<file path="config.mk">
export PLATFORM = sky130hd
export DESIGN_NAME = muldiv_sequencer
export DESIGN_NICKNAME = d
export VERILOG_FILES = /design/src/rtl/muldiv_sequencer.sv
export SDC_FILE = /design/constraint.sdc
export NUM_CORES = 1
export LEC_CHECK = 0
export BUFFER_PORTS_ARGS = -buffer_cell sky130_fd_sc_hd__buf_2
export CORE_UTILIZATION = 40
export CTS_BUF_LIST = sky130_fd_sc_hd__clkbuf_4 sky130_fd_sc_hd__clkbuf_8
export DETAILED_ROUTE_END_ITERATION = 7
export RECOVER_POWER = 100
export SYNTH_ARGS = -nofsm -noshare
export SYNTH_HDL_FRONTEND = slang
export SYNTH_SLANG_ARGS = --single-unit
</file>
<file path="constraint.sdc">
create_clock -name i_clk -period 3.2 [get_ports i_clk]
set_input_delay 0.64 -clock i_clk [delete_from_list [all_inputs] [get_ports i_clk]]
set_output_delay 0.64 -clock i_clk [all_outputs]
set_load 0.03 [all_outputs]
</file>
<file path="src/rtl/muldiv_sequencer.sv">
// HI/LO multiply/divide unit: shift-add multiply, restoring divide, MT/MF access and EX stall.
// Optional MULDIV_FAST_MUL_EN: MULT/MULTU use a single-cycle product in FIXUP instead of RUN.
module muldiv_sequencer #(
  parameter int DATA_W = 32,
  parameter int CNT_W  = 6
) (
  input  logic              i_clk,
  input  logic              i_rst,
  input  logic              i_start,
  input  logic [5:0]        i_func,
  input  logic [DATA_W-1:0] i_op_a,
  input  logic [DATA_W-1:0] i_op_b,
  input  logic              i_flush,
  output logic              o_stall,
  output logic              o_busy,
  output logic              o_done,
  output logic              o_div_zero,
  output logic [DATA_W-1:0] o_result,
  output logic [DATA_W-1:0] o_hi,
  output logic [DATA_W-1:0] o_lo
);

  localparam logic [1:0] S_IDLE  = 2'd0;
  localparam logic [1:0] S_RUN   = 2'd1;
  localparam logic [1:0] S_FIXUP = 2'd2;

  localparam logic [5:0] F_MFHI = 6'b010000;
  localparam logic [5:0] F_MTHI = 6'b010001;
  localparam logic [5:0] F_MFLO = 6'b010010;
  localparam logic [5:0] F_MTLO = 6'b010011;

  function automatic logic [DATA_W-1:0] f_cneg(input logic [DATA_W-1:0] v, input logic en);
    f_cneg = en ? (~v + {{(DATA_W-1){1'b0}}, 1'b1}) : v;
  endfunction

  function automatic logic [2*DATA_W-1:0] f_cneg2(input logic [2*DATA_W-1:0] v, input logic en);
    f_cneg2 = en ? (~v + {{(2*DATA_W-1){1'b0}}, 1'b1}) : v;
  endfunction

  logic [1:0]          r_state;
  logic [CNT_W-1:0]    r_cnt;
  logic [2*DATA_W-1:0] r_acc;
  logic [DATA_W-1:0]   r_opnd;
  logic [DATA_W-1:0]   r_hi;
  logic [DATA_W-1:0]   r_lo;
  logic                r_is_div;
  logic                r_neg_res;
  logic                r_neg_rem;
  logic                r_div_zero;
  logic                r_done;
  logic                r_dz_out;

  logic                w_idle;
  logic                w_is_md;
  logic                w_is_hl;
  logic                w_div;
  logic                w_a_neg;
  logic                w_b_neg;
  logic                w_b_zero;
  logic [DATA_W-1:0]   w_mag_a;
  logic [DATA_W-1:0]   w_mag_b;
  logic                w_accept;
  logic                w_wr_hi;
  logic                w_wr_lo;
  logic [1:0]          w_first_state;
  logic [2*DATA_W-1:0] w_mag_prod;
  logic [2*DATA_W-1:0] w_prod;
  logic [DATA_W:0]     w_rem_sh;
  logic                w_rem_ge;
  logic [DATA_W-1:0]   w_rem_sub;
  logic [DATA_W-1:0]   w_addend;
  logic [DATA_W:0]     w_sum;
  logic [2*DATA_W-1:0] w_acc_next;
  logic [DATA_W-1:0]   w_hi_new;
  logic [DATA_W-1:0]   w_lo_new;

  // Opcode decode: 0110xx is mult/div (bit0 = unsigned, bit1 = divide), 0100xx is MT/MF.
  assign w_idle   = (r_state == S_IDLE);
  assign w_is_md  = (i_func[5:2] == 4'b0110);
  assign w_is_hl  = (i_func[5:2] == 4'b0100);
  assign w_div    = i_func[1];
  assign w_a_neg  = ~i_func[0] & i_op_a[DATA_W-1];
  assign w_b_neg  = ~i_func[0] & i_op_b[DATA_W-1];
  assign w_b_zero = (i_op_b == {DATA_W{1'b0}});
  assign w_mag_a  = f_cneg(i_op_a, w_a_neg);
  assign w_mag_b  = f_cneg(i_op_b, w_b_neg);

  assign w_accept = i_start & w_is_md & w_idle & ~i_flush;
  assign w_wr_hi  = i_start & w_idle & ~i_flush & (i_func == F_MTHI);
  assign w_wr_lo  = i_start & w_idle & ~i_flush & (i_func == F_MTLO);

  assign o_busy  = ~w_idle;
  assign o_stall = i_start & o_busy & (w_is_md | w_is_hl);
  assign o_done     = r_done;
  assign o_div_zero = r_dz_out;
  assign o_hi       = r_hi;
  assign o_lo       = r_lo;

`ifdef MULDIV_FAST_MUL_EN
  assign w_first_state = w_div ? S_RUN : S_FIXUP;
  assign w_mag_prod    = {{DATA_W{1'b0}}, r_opnd} * {{DATA_W{1'b0}}, r_acc[DATA_W-1:0]};
`else
  assign w_first_state = S_RUN;
  assign w_mag_prod    = r_acc;
`endif

  // Divide keeps {remainder, quotient} in r_acc; the partial remainder always stays below the divisor.
  assign w_rem_sh  = r_acc[2*DATA_W-1:DATA_W-1];
  assign w_rem_ge  = (w_rem_sh >= {1'b0, r_opnd});
  assign w_rem_sub = w_rem_sh[DATA_W-1:0] - r_opnd;
  assign w_addend  = r_acc[0] ? r_opnd : {DATA_W{1'b0}};
  assign w_sum     = {1'b0, r_acc[2*DATA_W-1:DATA_W]} + {1'b0, w_addend};

  // One engine iteration: restoring-divide step or shift-add multiply step.
  always_comb begin
    w_acc_next = r_acc;
    if (r_is_div) begin
      if (w_rem_ge) begin
        w_acc_next = {w_rem_sub, r_acc[DATA_W-2:0], 1'b1};
      end else begin
        w_acc_next = {w_rem_sh[DATA_W-1:0], r_acc[DATA_W-2:0], 1'b0};
      end
    end else begin
      w_acc_next = {w_sum, r_acc[DATA_W-1:1]};
    end
  end

  // Sign fixup; on divide-by-zero r_opnd holds the raw dividend so HI returns it untouched.
  always_comb begin
    w_prod   = f_cneg2(w_mag_prod, r_neg_res);
    w_hi_new = w_prod[2*DATA_W-1:DATA_W];
    w_lo_new = w_prod[DATA_W-1:0];
    if (r_is_div) begin
      if (r_div_zero) begin
        w_hi_new = r_opnd;
        w_lo_new = {DATA_W{1'b1}};
      end else begin
        w_hi_new = f_cneg(r_acc[2*DATA_W-1:DATA_W], r_neg_rem);
        w_lo_new = f_cneg(r_acc[DATA_W-1:0], r_neg_res);
      end
    end else begin
      w_hi_new = w_prod[2*DATA_W-1:DATA_W];
      w_lo_new = w_prod[DATA_W-1:0];
    end
  end

  // MF read port: only driven while an MF instruction is presented.
  always_comb begin
    o_result = {DATA_W{1'b0}};
    if (i_start && (i_func == F_MFHI)) begin
      o_result = r_hi;
    end else if (i_start && (i_func == F_MFLO)) begin
      o_result = r_lo;
    end else begin
      o_result = {DATA_W{1'b0}};
    end
  end

  // Sequencer, engine registers and HI/LO.
  always_ff @(posedge i_clk) begin
    if (i_rst) begin
      r_state    <= S_IDLE;
      r_cnt      <= {CNT_W{1'b0}};
      r_acc      <= {(2*DATA_W){1'b0}};
      r_opnd     <= {DATA_W{1'b0}};
      r_hi       <= {DATA_W{1'b0}};
      r_lo       <= {DATA_W{1'b0}};
      r_is_div   <= 1'b0;
      r_neg_res  <= 1'b0;
      r_neg_rem  <= 1'b0;
      r_div_zero <= 1'b0;
      r_done     <= 1'b0;
      r_dz_out   <= 1'b0;
    end else begin
      r_done   <= 1'b0;
      r_dz_out <= 1'b0;
      case (r_state)
        S_IDLE: begin
          if (w_accept) begin
            r_state    <= w_first_state;
            r_cnt      <= CNT_W'(DATA_W - 1);
            r_is_div   <= w_div;
            r_neg_res  <= w_a_neg ^ w_b_neg;
            r_neg_rem  <= w_a_neg;
            r_div_zero <= w_div & w_b_zero;
            if (w_div) begin
              r_acc  <= {{DATA_W{1'b0}}, w_mag_a};
              r_opnd <= w_b_zero ? i_op_a : w_mag_b;
            end else begin
              r_acc  <= {{DATA_W{1'b0}}, w_mag_b};
              r_opnd <= w_mag_a;
            end
          end
          if (w_wr_hi) begin
            r_hi <= i_op_a;
          end
          if (w_wr_lo) begin
            r_lo <= i_op_a;
          end
        end
        S_RUN: begin
          if (i_flush) begin
            r_state <= S_IDLE;
          end else begin
            r_acc <= w_acc_next;
            if (r_cnt == {CNT_W{1'b0}}) begin
              r_state <= S_FIXUP;
            end else begin
              r_cnt <= r_cnt - {{(CNT_W-1){1'b0}}, 1'b1};
            end
          end
        end
        S_FIXUP: begin
          r_state <= S_IDLE;
          if (!i_flush) begin
            r_hi     <= w_hi_new;
            r_lo     <= w_lo_new;
            r_done   <= 1'b1;
            r_dz_out <= r_div_zero;
          end
        end
        default: begin
          r_state <= S_IDLE;
        end
      endcase
    end
  end

endmodule

</file>
Word level (Yosys, flattened, before mapping) --
Cells that the tools add are included.
Word-level totals: bits of input ports 74, bits in registers 174, word-level logic and storage cells 109, output and inout port bits 100
Cells by class: equality and inequality tests 15, order comparisons 1, muxes and demuxes 35, add/sub/neg operators 8, reduce and logical (&&, ||, !) cells 15, bitwise operators 23
Operators by type and width (count):
- 32-bit 2-to-1 mux | 18
- 64-bit 2-to-1 mux | 5
- 32-bit by 1-bit adder with 32-bit output (second input constant) | 4
- 32-bit inverter | 4
- 32-bit case mux with 2 select lines | 2
- 64-bit case mux with 2 select lines | 1
- 64-bit by 1-bit adder with 64-bit output (second input constant) | 1
- 64-bit inverter | 1
- 32-bit by 32-bit adder with 33-bit output | 1
- 33-bit by 32-bit greater-or-equal comparator with 1-bit output | 1
- 32-bit zero test | 1
- 32-bit subtractor | 1
- 6-bit by 5-bit == test with 1-bit output (second input constant) | 4
- 6-bit 2-to-1 mux | 3
- 1-bit AND | 12
- 6-bit case mux with 2 select lines | 1
- 3-bit AND reduction | 3
- 4-bit by 3-bit == test with 1-bit output (second input constant) | 2
- 6-bit zero test | 1
- 2-bit 2-to-1 mux | 3
- 2-bit by 1-bit inequality test with 1-bit output (second input constant) | 3
- 2-bit inequality test (second input constant) | 3
- 6-bit by 1-bit subtractor with 6-bit output (second input constant) | 1
- 1-bit inverter | 4
- other kinds (14) | 17

Longest topological paths before layout --
word-level depth 7, gate-level depth with buffers 15, depth with buffers taken out 13

Worst setup path after synthesis --
OpenSTA, ideal clock, no wires.
path kind register to register, start register r_acc[33], end register r_hi[24] (netlist: o_hi[24]), data arrival time 3003 ps, required time 3105 ps, library setup time 95 ps, stages on the path, launching flop included 14, setup slack 101 ps, clock period less this slack 3099 ps, path buffers 2, path through dfxtp_1 > inv_1 > ha_1 > or3b_2 > clkbuf_1 > or3_1 > clkbuf_1 > nor3_1 > nand2_1 > or4_1 > nand2_1 > xnor2_1 > o22ai_1 > a221oi_1
On the way: word-level cells in the longest chain between the ends 7, elaborated cells between the ends (all ways) 10, classes of those cells 2 x add/sub; 6 x mux; 2 x bitwise
RTL lines:
- start: declaration | RTL line 42 | logic [2*DATA_W-1:0] r_acc;
- start signal: assignment | RTL line 164 | r_acc <= {(2*DATA_W){1'b0}};
- start signal: assignment | RTL line 187 | r_acc <= {{DATA_W{1'b0}}, w_mag_a};
- start signal: assignment | RTL line 190 | r_acc <= {{DATA_W{1'b0}}, w_mag_b};
- 32-bit inverter | RTL line 33 | f_cneg = en ? (~v + {{(DATA_W-1){1'b0}}, 1'b1}) : v;
- 32-bit by 1-bit adder with 32-bit output | RTL line 33
- 32-bit 2-to-1 mux | RTL line 33
- 32-bit 2-to-1 mux | RTL line 134 | if (r_div_zero) begin
- 32-bit 2-to-1 mux (*) | RTL line 133 | if (r_is_div) begin
- 32-bit 2-to-1 mux (*) | RTL line 215 | if (!i_flush) begin
- 32-bit case mux with 2 select lines (*) | RTL line 177 | case (r_state)
- end signal: assignment | RTL line 166 | r_hi <= {DATA_W{1'b0}};
- end signal: assignment | RTL line 195 | r_hi <= i_op_a;
- end signal: assignment | RTL line 216 | r_hi <= w_hi_new;
- end: declaration | RTL line 44 | logic [DATA_W-1:0] r_hi;
Every way passes the cells marked *; elsewhere a longest branch is shown, timed or not. The select of a mux whose other input is x is not followed. A chain may end at the register's enable or synchronous reset.

Final worst setup path --
start register r_acc[32], end register r_hi[13] (netlist: o_hi[13])
The elaborated chain is that of the path after synthesis.

==> summary.txt <==
Synthesis
  • Main area contributors after synthesis: dfxtp_1, nor2_1, a21oi_1, xnor2_1, mux2i_1
  • Synth Flop Type: dfxtp_1
  • Count of mapped cells out of synthesis: 2366
  • Ys Warns: 0
  • Area fraction of the dominant cell type after synthesis: 20.92%
  • Most frequent cell after synthesis: nor2_1
  • Netlist Area Pre-Place: 16650 um2
  • EDFF count, synth: 0
  • Asr flop ratio synth: 0%
  • Yosys reg bits: 174
  • Sequential area share after synthesis: 20.92%
  • Top cell type by total area after synthesis: dfxtp_1
  • Most frequent cells after synthesis: nor2_1, nand2_1, a21oi_1
  • Count of distinct cell types in the synthesized netlist: 74
  • Syn Nets: 2512
  • Mean post-synth cell area: 7.038 um2

Worst setup path
  • Data required, critical path: 3650 ps
  • Largest fanout of any net on the critical path: 5
  • Data arrival time of the critical path: 3620 ps
  • Critical path origin: r_acc[32]$_SDFFE_PP0P_
  • Sort of element at the end of the critical path: flop
  • Critical path start-end classification: flop to flop
  • Crit path launch type: flop
  • Reg-to-Reg Start: r_acc[32]$_SDFFE_PP0P_

Flow run
  • Max cap viols: 0

Timing
  • Count of final max-slew check failures: 0
  • Final critical delay including setup and external delays: 3172 ps
  • RSZ-0062 raised after global routing: yes
  • Maximum clock rate: 315.3 MHz
  • Final hold slack: 437.1 ps
  • Worst Clk Skew: 17.11 ps
  • Worst relative slew slack: 41.67%
  • Final hold viol count: 0
  • Measured slew at the worst slew-check pin: 875.0 ps
  • Final period utilization: 99.11%
  • Count of endpoints failing setup in the final report: 0

Detailed routing
  • Router iterations before antenna repair: 6
  • DR WL/cell: 25.02 um
  • Aggregate routed wire length: 81.67 mm
  • Total via count in the routed design: 20110
  • Per-cell via count in the routed design: 6.160
  • First DRT Iteration DRCs: 2299
  • DRT antenna net count: 0
  • DRC errors left: 0

Power and ir drop
  • Fraction of power consumed by combinational cells: 26.7%
  • Clock network fraction of design power: 32.3%
  • Switching power of the nets: 1.989 mW
  • Power share of the sequential group: 40.9%
  • Worst voltage drop across the vdd grid: 0.0002617 V
  • Net switching fraction of the power: 37.07%
  • Internal power contribution: 3.377 mW
  • P per Cell Area: 254.5 nW/um2
  • Lkg Pwr: 9.035 nW

Layout
  • Share of the core filled with cells: 51.52%
  • Fraction of layout instances using a drive strength above 1: 24.60%
  • Fillers: 4164
  • Footprint of the flip-flops and latches: 3497 um2
  • Number of antenna diodes: 0
  • Area growth from synthesis to layout: 26.62%
  • Multi-input logic area: 12560 um2
  • Final instance area: 21090 um2
  • Net count, final: 2865

Global route
  • Number of antenna violations at the first check in global routing: 0
  • Number of global-route vias before repair: 18390
  • Sum of overflow across all layers after global routing: 0
  • Largest net degree at the start of global routing: 90
  • Global-route total usage across every layer: 37.82%
  • Wire length of the first global-routing pass: 118.6 mm

CTS
  • Clock buffer count from CTS: 17
  • Number of H-tree branching levels: 4
  • Clock Sinks: 174
  • Max Buffers Root-to-Sink: 2
  • Clock slew at the register clock pins of the worst setup and hold paths: 110 ps
  • Clock latency at the later pin of the worst-skew pair: 580 ps
  • Clock tree root driver cell: clkbuf_8
  • Hold-fix buffer count after cts: 0
  • TritonCTS clock tree: done

Die
  • Die ar.: 42450 um2
  • Starting utilization of the core area: 40.69%
  • Floorplan die width: 206.0 um
  • Placeable core area: 40920 um2
  • Floorplan die height: 206.0 um
  • Number of core rows: 74
  • Num ports: 174

Place
  • Routability congestion estimate from global placement: 1.048
  • Placed inst area: 20210 um2
  • DP HPWL: 64.03 mm
  • Number of port buffers: 173

Run status
  • Status: finished, final reports clean

Worst hold path
  • Class of the most critical hold timing path: input pin to flop
  • Worst Hold Launch: i_func[1]
[registers in the layout, indices dropped and copies added, names as in the netlist]
| name | flops |
|---|---|
| r_cnt | 6 |
| o_done | 1 |
| r_acc | 64 |
| r_div_zero | 1 |
| r_neg_rem | 1 |
| r_neg_res | 1 |
| r_state | 2 |
| r_opnd | 32 |
| o_lo | 32 |
| r_is_div | 1 |
| o_hi | 32 |
| o_div_zero | 1 |
[per-stage QoR]
step	instances	setup WS [ps]	setup TNS [ps]	total power, mW
2_1_floorplan	2366	101.2	0	2.940
3_3_place_gp	3224	-495.2	-4200	3.587
3_5_place_dp	3224	-536.0	-4353	3.587
4_1_cts	3258	-1.118	-1.118	5.310
5_1_grt	3264	-48.19	-90.74	5.542
6_report	3264	28.34	0	5.366
[logic make-up (layout without fill, tap and decap cells)]
| logic type | count (synthesis) | after routing | synth area share (%) |
|---|---|---|---|
| AOI/OAI and AO/OA | 752 | 752 | 28.69 |
| xor gates and xnor gates | 189 | 189 | 9.941 |
| adders and majority gates | 72 | 72 | 5.500 |
| buffers and inverters | 267 | 633 | 6.124 |
| DFF | 174 | 174 | 20.92 |
| muxes | 99 | 99 | 6.003 |
| and+or+nand+nor | 813 | 813 | 22.82 |
[area by class of cell]
| cell class | count | share of cell area [%] |
|---|---|---|
| multi-input cells | 1925 | 59.57 |
| well taps | 532 | 3.157 |
| flip-flops and latches | 174 | 16.59 |
| clock buffers | 18 | 1.145 |
| inverters | 68 | 1.211 |
| repair buffers | 533 | 17.53 |
| clock inverters | 14 | 0.8011 |
[worst paths after layout]
kind                                   to  slack, ps  cells past startpoint
setup / recovery    o_hi[13]$_SDFFE_PP0P_         30                     11
hold / removal    r_opnd[23]$_SDFFE_PP0P_        440                      3
setup reg to reg    o_hi[13]$_SDFFE_PP0P_         30                     11
hold reg to reg     o_lo[20]$_SDFFE_PP0P_        470                      2
[placed cells by master, fill, tap and decap left out, types with 10 or more instances in the layout]
cell type,count
a21oi_1,198
o31ai_1,25
mux2i_1,92
or2_2,13
o21ai_0,167
nor2_1,282
and3_1,16
a211oi_1,55
a21o_1,23
nand2_1,227
buf_2,171
nand3_1,37
and2_1,13
nor4_1,19
buf_4,348
or4_1,20
o211ai_1,46
a22oi_1,16
xor2_1,78
a31oi_1,33
nor2b_1,18
clkbuf_8,17
nor3_1,55
ha_1,66
dfxtp_1,167
o41ai_1,10
inv_1,65
xnor2_1,111
o22ai_1,20
o221ai_1,39
nand4_1,22
nand2b_1,18
o21ai_1,12
or3_1,30
[worst max-delay path: stages, from the launching register on]
cell,delay [ps]
dfxtp_4,380
or4_4,550
or4_4,550
or3_4,430
nor4_4,210
a31oi_1,70
o2111ai_1,140
a21oi_1,100
buf_4,200
a211oi_4,250
buf_4,150
nor3_1,40
[layer usage]
metal | GRT usage, % | routed length (um)
met1 | 52.07 | 36090
met2 | 55.98 | 34690
met3 | 10.09 | 8328
met4 | 13.47 | 2491
met5 | 1.310 | 71
[what timing repair did]
| action | 4_1_cts | 5_1_grt |
|---|---|---|
| setup buffers | 2 | 6 |
| gates resized for setup | 19 | 79 |
| endpoints found under the setup margin | 13 | 51 |
| pin swaps | 2 | 26 |
[power by group through the flow]
stage | Sequential [mW] | Combinational (mW) | Clock (mW)
after CTS | 2.20 | 1.36 | 1.76
final | 2.20 | 1.43 | 1.73
after global routing | 2.20 | 1.52 | 1.83
after floorplan | 2.25 | 0.693 | 0
after global placement | 2.24 | 1.34 | 0
after detailed placement | 2.25 | 1.34 | 0
No activity file was read; power rests on OpenSTA's default activity.
